[src/rtl/e_pkg.sv]
// Shared definitions for the e_walk run-walker: FSM state type and legal width range.
package e_pkg;

  typedef enum logic {
    IDLE = 1'b0,
    BUSY = 1'b1
  } e_state_t;

  localparam int unsigned E_W_MIN = 2;
  localparam int unsigned E_W_MAX = 64;

endpackage

[src/rtl/e_walk_find.sv]
// Combinational run finder: from a one-hot start, walk down a run of ones to its
// terminating zero, and report the next set bit below that zero.
module e_walk_find
  import e_pkg::*;
#(
  parameter int unsigned W = 8
) (
  input  logic [W-1:0] i_x,
  input  logic [W-1:0] i_sel,
  output logic         o_hit,
  output logic [W-1:0] o_y,
  output logic [W-1:0] o_nxt
);

  logic         w_onehot;
  logic         w_act;
  logic         w_found;
  logic         w_past;
  logic         w_nf;
  logic [W-1:0] w_y;
  logic [W-1:0] w_nxt;

  assign w_onehot = (i_sel != '0) && ((i_sel & (i_sel - 1'b1)) == '0);

  // Single MSB-first pass: a start arms the walk, the first zero below it is the
  // result, and the first one below that result is the next start.
  always_comb begin
    w_y     = '0;
    w_nxt   = '0;
    w_act   = 1'b0;
    w_found = 1'b0;
    w_past  = 1'b0;
    w_nf    = 1'b0;
    for (int unsigned n = 0; n < W; n++) begin
      if (w_past && !w_nf && i_x[W-1-n]) begin
        w_nxt[W-1-n] = 1'b1;
        w_nf         = 1'b1;
      end
      if (w_act && !w_found && !i_x[W-1-n]) begin
        w_y[W-1-n] = 1'b1;
        w_found    = 1'b1;
        w_past     = 1'b1;
      end
      if (i_sel[W-1-n] && i_x[W-1-n]) begin
        w_act = 1'b1;
      end
    end
  end

  assign o_hit = w_found && w_onehot;
  assign o_y   = w_onehot ? w_y   : '0;
  assign o_nxt = w_onehot ? w_nxt : '0;

endmodule

[src/rtl/e_walk.sv]
// Run-walker top: accepts a search command and streams one or all run results.
// Optional macro E_WALK_CNT_EN adds rsp_cnt_o, the 1-based hit index.
module e_walk
  import e_pkg::*;
#(
  parameter int unsigned W = 8
) (
  input  logic         clk,
  input  logic         arst_n,
  input  logic         cmd_vld_i,
  output logic         cmd_rdy_o,
  input  logic [W-1:0] cmd_x_i,
  input  logic [W-1:0] cmd_sel_i,
  input  logic         cmd_all_i,
  output logic         rsp_vld_o,
  input  logic         rsp_rdy_i,
  output logic         rsp_hit_o,
  output logic [W-1:0] rsp_y_o,
`ifdef E_WALK_CNT_EN
  output logic [$clog2(W):0] rsp_cnt_o,
`endif
  output logic         rsp_last_o
);

  generate
    if (W < E_W_MIN || W > E_W_MAX) begin : g_bad_w
      $error("e_walk: W out of legal range");
    end
  endgenerate

  e_state_t     r_state;
  logic [W-1:0] r_x;
  logic [W-1:0] r_sel;
  logic         r_all;

  logic         w_hit;
  logic [W-1:0] w_y;
  logic [W-1:0] w_nxt;
  logic         w_la_hit;
  logic [W-1:0] w_la_y;
  logic [W-1:0] w_la_nxt;
  logic         w_unused_la;
  logic         w_last;
  logic         w_busy;

  e_walk_find #(.W(W)) u_cur (
    .i_x   (r_x),
    .i_sel (r_sel),
    .o_hit (w_hit),
    .o_y   (w_y),
    .o_nxt (w_nxt)
  );

  // Lookahead decides rsp_last_o now, so a following miss is never emitted.
  e_walk_find #(.W(W)) u_la (
    .i_x   (r_x),
    .i_sel (w_nxt),
    .o_hit (w_la_hit),
    .o_y   (w_la_y),
    .o_nxt (w_la_nxt)
  );

  assign w_unused_la = ^{w_la_y, w_la_nxt};
  assign w_busy      = (r_state == BUSY);
  assign w_last      = !w_hit || !r_all || !w_la_hit;

  assign cmd_rdy_o  = (r_state == IDLE);
  assign rsp_vld_o  = w_busy;
  assign rsp_hit_o  = w_busy && w_hit;
  assign rsp_y_o    = w_busy ? w_y : '0;
  assign rsp_last_o = w_busy && w_last;

  always_ff @(posedge clk or negedge arst_n) begin
    if (!arst_n) begin
      r_state <= IDLE;
      r_x     <= '0;
      r_sel   <= '0;
      r_all   <= 1'b0;
    end else begin
      case (r_state)
        IDLE: begin
          if (cmd_vld_i) begin
            r_x     <= cmd_x_i;
            r_sel   <= cmd_sel_i;
            r_all   <= cmd_all_i;
            r_state <= BUSY;
          end
        end
        BUSY: begin
          if (rsp_rdy_i) begin
            if (w_last) r_state <= IDLE;
            else        r_sel   <= w_nxt;
          end
        end
        default: r_state <= IDLE;
      endcase
    end
  end

`ifdef E_WALK_CNT_EN
  logic [$clog2(W):0] r_cnt;

  always_ff @(posedge clk or negedge arst_n) begin
    if (!arst_n) begin
      r_cnt <= '0;
    end else if (cmd_vld_i && cmd_rdy_o) begin
      r_cnt <= 1'b1;
    end else if (w_busy && rsp_rdy_i && !w_last) begin
      r_cnt <= r_cnt + 1'b1;
    end
  end

  assign rsp_cnt_o = rsp_hit_o ? r_cnt : '0;
`endif

endmodule

[config.mk]
export PLATFORM = sky130hd
export DESIGN_NAME = e_walk
export DESIGN_NICKNAME = d
export VERILOG_FILES = /design/src/rtl/e_pkg.sv /design/src/rtl/e_walk_find.sv /design/src/rtl/e_walk.sv
export SDC_FILE = /design/constraint.sdc
export NUM_CORES = 1
export LEC_CHECK = 0
export CORE_MARGIN = 2
export CORE_UTILIZATION = 47
export DETAILED_ROUTE_END_ITERATION = 10
export HOLD_SLACK_MARGIN = 0.06
export PLACE_DENSITY = 0.88
export SYNTH_ARGS = -nofsm -noshare
export SYNTH_HDL_FRONTEND = slang
export SYNTH_SLANG_ARGS = --single-unit
[constraint.sdc]
create_clock -name clk -period 3.8 [get_ports clk]
set_input_delay 1.14 -clock clk [delete_from_list [all_inputs] [get_ports clk]]
set_output_delay 1.14 -clock clk [all_outputs]
set_load 0.01 [all_outputs]
After elaboration in Yosys (flattened, before gate mapping)
Cells that the tools add are included.
- $add $sub $neg: 2
- equal/unequal tests: 3
- muxes and demuxes: 55
- bitwise logic cells: 3
- reduce and logical (&&, ||, !) cells: 92
- operator list (kind ; number):
    $logic_and A1 B1 Y1 ; 55
    $mux W1 ; 47
    $mux W8 ; 4
    $logic_not A1 Y1 ; 27
    $logic_not A8 Y1 ; 2
    $pmux W8 S2 ; 1
    $reduce_bool A8 Y1 ; 2
    $and A6 B8 Y8 ; 1
    $and A8 B8 Y8 ; 1
    $sub A8 B1 Y8 const B ; 1
    $mux W7 ; 1
    $sub A6 B1 Y7 const B ; 1
    $mux W6 ; 1
    $ne A2 B2 Y1 const B ; 3
    $reduce_and A3 Y1 ; 1
    $logic_and A1 B1 Y1 const A ; 2
    $logic_or A1 B1 Y1 ; 2
    $pmux W1 S2 ; 1
    $reduce_and A2 Y1 ; 1
    $not A1 Y1 ; 1
- bits in registers: 18
- input bits: 21
- output and inout bits: 12

Depth between registers and ports, before layout
- word-level depth: 55
- depth in mapped cells: 8

Modules after synthesis
From an unflattened synthesis, not the netlist that was laid out.
- cell total of the unflattened synthesis: 196
- area, all modules: 1586.5 µm²
- by module, submodules not included (module ; times used ; cells each ; area an instance (µm²) ; sequential area each (µm²)):
    e_walk ; 1 ; 70 ; 833.3 ; 450.4
    e_walk_find ; 2 ; 63 ; 376.6 ; 0.0

Worst setup path before layout
Ideal clock, no wire load.
- path kind: reg-to-output
- start point: reg r_sel[1]
- end point: out rsp_y_o[0]
- arrival time: 2.128 ns
- data required time: 2.660 ns
- setup slack: 0.532 ns
- cell stages (with the launch flop): 8
- buffers on the path: 1
- path through: dfrtp_1 -> or4_1 -> a2111oi_1 -> a31oi_1 -> nand3b_1 -> buf_2 -> nor3_1 -> and4bb_1
- cells in the longest elaborated chain, start to end: 7
- elaborated cells on any way between the ends: 12
- RTL lines (what ; RTL line ; text):
    start: declaration ; e_walk.sv:33 ; logic [W-1:0] r_sel;
    start signal: assignment ; e_walk.sv:84 ; r_sel <= cmd_sel_i;
    start signal: assignment ; e_walk.sv:92 ; else r_sel <= w_nxt;
    branches (longest 5 deep; another with $sub A8 B1 Y8) ; - ;
    $mux W7 * ; e_walk_find.sv:51 ; assign o_y = w_onehot ? w_y : '0;
    $mux W8 * ; e_walk.sv:70 ; assign rsp_y_o = w_busy ? w_y : '0;
    end: declaration ; e_walk.sv:18 ; output logic [W-1:0] rsp_y_o,
Mark *: on every way between the ends.

Worst setup path after layout
Ends and elaborated chain as after synthesis.

==> results_dict.tcl <==
set metrics [dict create \
    worst_setup_path_end_kind "output pin" \
    start_util_pct 49.0 \
    crit_fanout 3 \
    finalNetCount 209 \
    drt_pre_antenna_iters 4 \
    p_total_w 0.00117 \
    clock-sinks 18 \
    finalHoldViolCount 0 \
    cts_buffer_depth 2 \
    final_antenna_net_count 0 \
    grt_max_degree 19 \
    grt_pass1_wl_um 5550 \
    leakage_nw 0.819 \
    cts_root_buf "clkbuf_4" \
    hpwl_um 2590 \
    synth_compound_area_share_pct 23.3 \
    gr-total-overflow 0 \
    core_sq_um 2450 \
    synthFlopType "dfrtp_1" \
    syn_nets 169 \
    layout_common_cells "nand2_1, clkdlybuf4s50_1, dfrtp_1, buf_4, nor2_1" \
    synthArstFlopShare_pct 100 \
    area_growth_pct 41.4 \
    synth-xor-area-share_pct 0 \
    relSlewSlack_pct 47.0 \
    tritoncts "built" \
    status "completed" \
    hp-class "reg -> reg" \
    detail_route.wl_per_cell_um 16.3 \
    slew_violations 0 \
    ys_warn_count 0 \
    die-height_um 54.6 \
    final_cells 217 \
    grt_antenna_before_repair 0 \
    min_from "r_all" \
    fillCellCount 196 \
    num_vias 1312 \
    grt_usage_pct 26.1 \
    synthMuxAreaShare_pct 3.74 \
    numCtsBuffers 3 \
    fin_area_sq_um 1700 \
    grt_pass1_vias 1215 \
    rsz0062_at_grt "false" \
    htreeDepth 1 \
    maxCapViolCount 0 \
    syn_avg_cell_area_sq_um 8.13 \
    period_minus_slack_ns 3.65 \
    yosysSeqAreaShare_pct 37.4 \
    synth_fa_ha_area_share_pct 0.832 \
    path_class "reg -> out" \
    worstSkewPairLatency_ns 0.29 \
    cp.arrival_ns 2.51 \
    synth_edf_count 0 \
    clkTransAtPathRegs_ns 0.10 \
    critPathRequiredTime_ns 2.66 \
    die_area_sq_um 2980 \
    place_inst 208 \
    final_common_cell "nand2_1" \
    utilization_pct 69.3 \
    r2r_start "r_x[7]" \
    clock.fmax_mhz 274 \
    gp_congestion 0.847 \
    finalSetupViolations 0 \
    antenna_cells 0 \
    rows 18 \
    worstMarginPinSlew_ns 0.793 \
    power_density_nw_per_um2 687 \
    numPortBuffers 31 \
    avgViaCountPerCell 6.05 \
    cp-start-kind "register" \
    remaining_drc_errors 0 \
    placed_area_sq_um 1570 \
    drt-total-wl_um 3540 \
    synth_area_sq_um 1200 \
    synth_seq_cells 18 \
    yosys.area_share.simple_pct 30.0 \
    skew_ns 0.000926 \
    fin_crit_sh_pct 96.0 \
    syn_inst 148 \
    synth_top_family_by_area "simple AND/OR/NAND/NOR gates" \
    synth_cell_types 47 \
    drive_above_1_share_pct 14.4 \
    io_pins 33 \
    max-vdd-ir-drop_mv 0.500 \
    crit_start "r_sel[1]" \
    fin_setup_tns_ns 0 \
    drt_iter0_drc 34 \
    die_width_um 54.6 \
]
cell usage after synthesis (3+ instances only):
| cell | count | area (sq um) |
|---|---|---|
| nand2_1 | 43 | 161 |
| o21ai_0 | 3 | 15.0 |
| nand2b_1 | 4 | 25.0 |
| inv_1 | 3 | 11.3 |
| nor2_1 | 9 | 33.8 |
| mux2_1 | 4 | 45.0 |
| clkbuf_1 | 5 | 18.8 |
| o2bb2ai_1 | 3 | 26.3 |
| nor3_1 | 3 | 15.0 |
| a31oi_1 | 3 | 18.8 |
| nor2b_1 | 4 | 25.0 |
| dfrtp_1 | 18 | 450 |
cell type report:
| cell class | instances | area [sq um] | area share (%) |
|---|---|---|---|
| multi-input cells | 118 | 739 | 43.5 |
| clock buffers | 4 | 36.3 | 2.13 |
| inverters | 3 | 11.3 | 0.662 |
| flip-flops and latches | 18 | 454 | 26.7 |
| well taps | 30 | 37.5 | 2.21 |
| repair buffers | 44 | 423 | 24.9 |
power breakdown:
| part | leakage (nW) | total [W] | internal, W | switching [W] |
|---|---|---|---|---|
| clock network | 0.0210 | 0.000117 | 0.0000584 | 0.0000583 |
| registers | 0.218 | 0.000393 | 0.000271 | 0.000123 |
| logic | 0.580 | 0.000659 | 0.000323 | 0.000336 |
| total | 0.819 | 0.00117 | 0.000652 | 0.000516 |
worst max-delay path, cell delays in order, from the launching register on:
cell and delay, ns:
dfrtp_1 0.39, or4_4 0.56, or3_1 0.34, a31oi_2 0.17, nand3b_1 0.19, nor3_2 0.08, and4bb_1 0.20, dlygate4sd2_1 0.28
logic make-up (layout without fill, tap and decap cells):
kind of cell,Yosys count,in the layout
muxes,4,4
adders and majority gates,1,1
and+or+nand+nor,77,77
buffers and inverters,12,51
AOI/OAI and AO/OA,35,35
other,1,1
DFF,18,18
state kept, by name (all words and copies together), names as in the netlist:
register	count
rsp_vld_o	1
r_x	8
r_sel	8
r_all	1
final timing paths:
kind | end | slack [ns] | cells after the start
min | r_all | 0.53 | 2
max reg2reg | r_sel[2] | 1.16 | 8
max | rsp_y_o[0] | 0.15 | 7
max in group asynchronous | r_x[7] | 1.96 | 1
min reg2reg | r_all | 0.53 | 2
min in group asynchronous | rsp_vld_o | 1.30 | 1
per-stage QoR:
step / hold slack [ns] / worst slack, ns
5_1_grt: 0.570 / 0.00907
3_3_place_gp: 0.489 / 0.151
6_report: 0.525 / 0.153
3_5_place_dp: 0.493 / 0.0494
2_1_floorplan: 0.446 / 0.532
4_1_cts: 0.519 / 0.0200
routing by layer:
| metal | vias up | share of wire [%] | track usage (%) |
|---|---|---|---|
| met1 | 630 | 40 | 32.1 |
| met4 | 0 | 2.2 | 11.7 |
| met2 | 57 | 52 | 45.6 |
| li1 | 616 | - | - |
| met3 | 9 | 5.2 | 2.46 |
| met5 | - | 0 | 0 |
what timing repair did:
item / in CTS / in global routing
hold buffers: 0 / 0
pin swaps: 1 / 3
setup endpoints to repair: 8 / 7
cloned: 0 / 1
gates resized for setup: 7 / 13
buffers inserted: 1 / 3
Note: power is estimated with default switching activity, not from simulation.
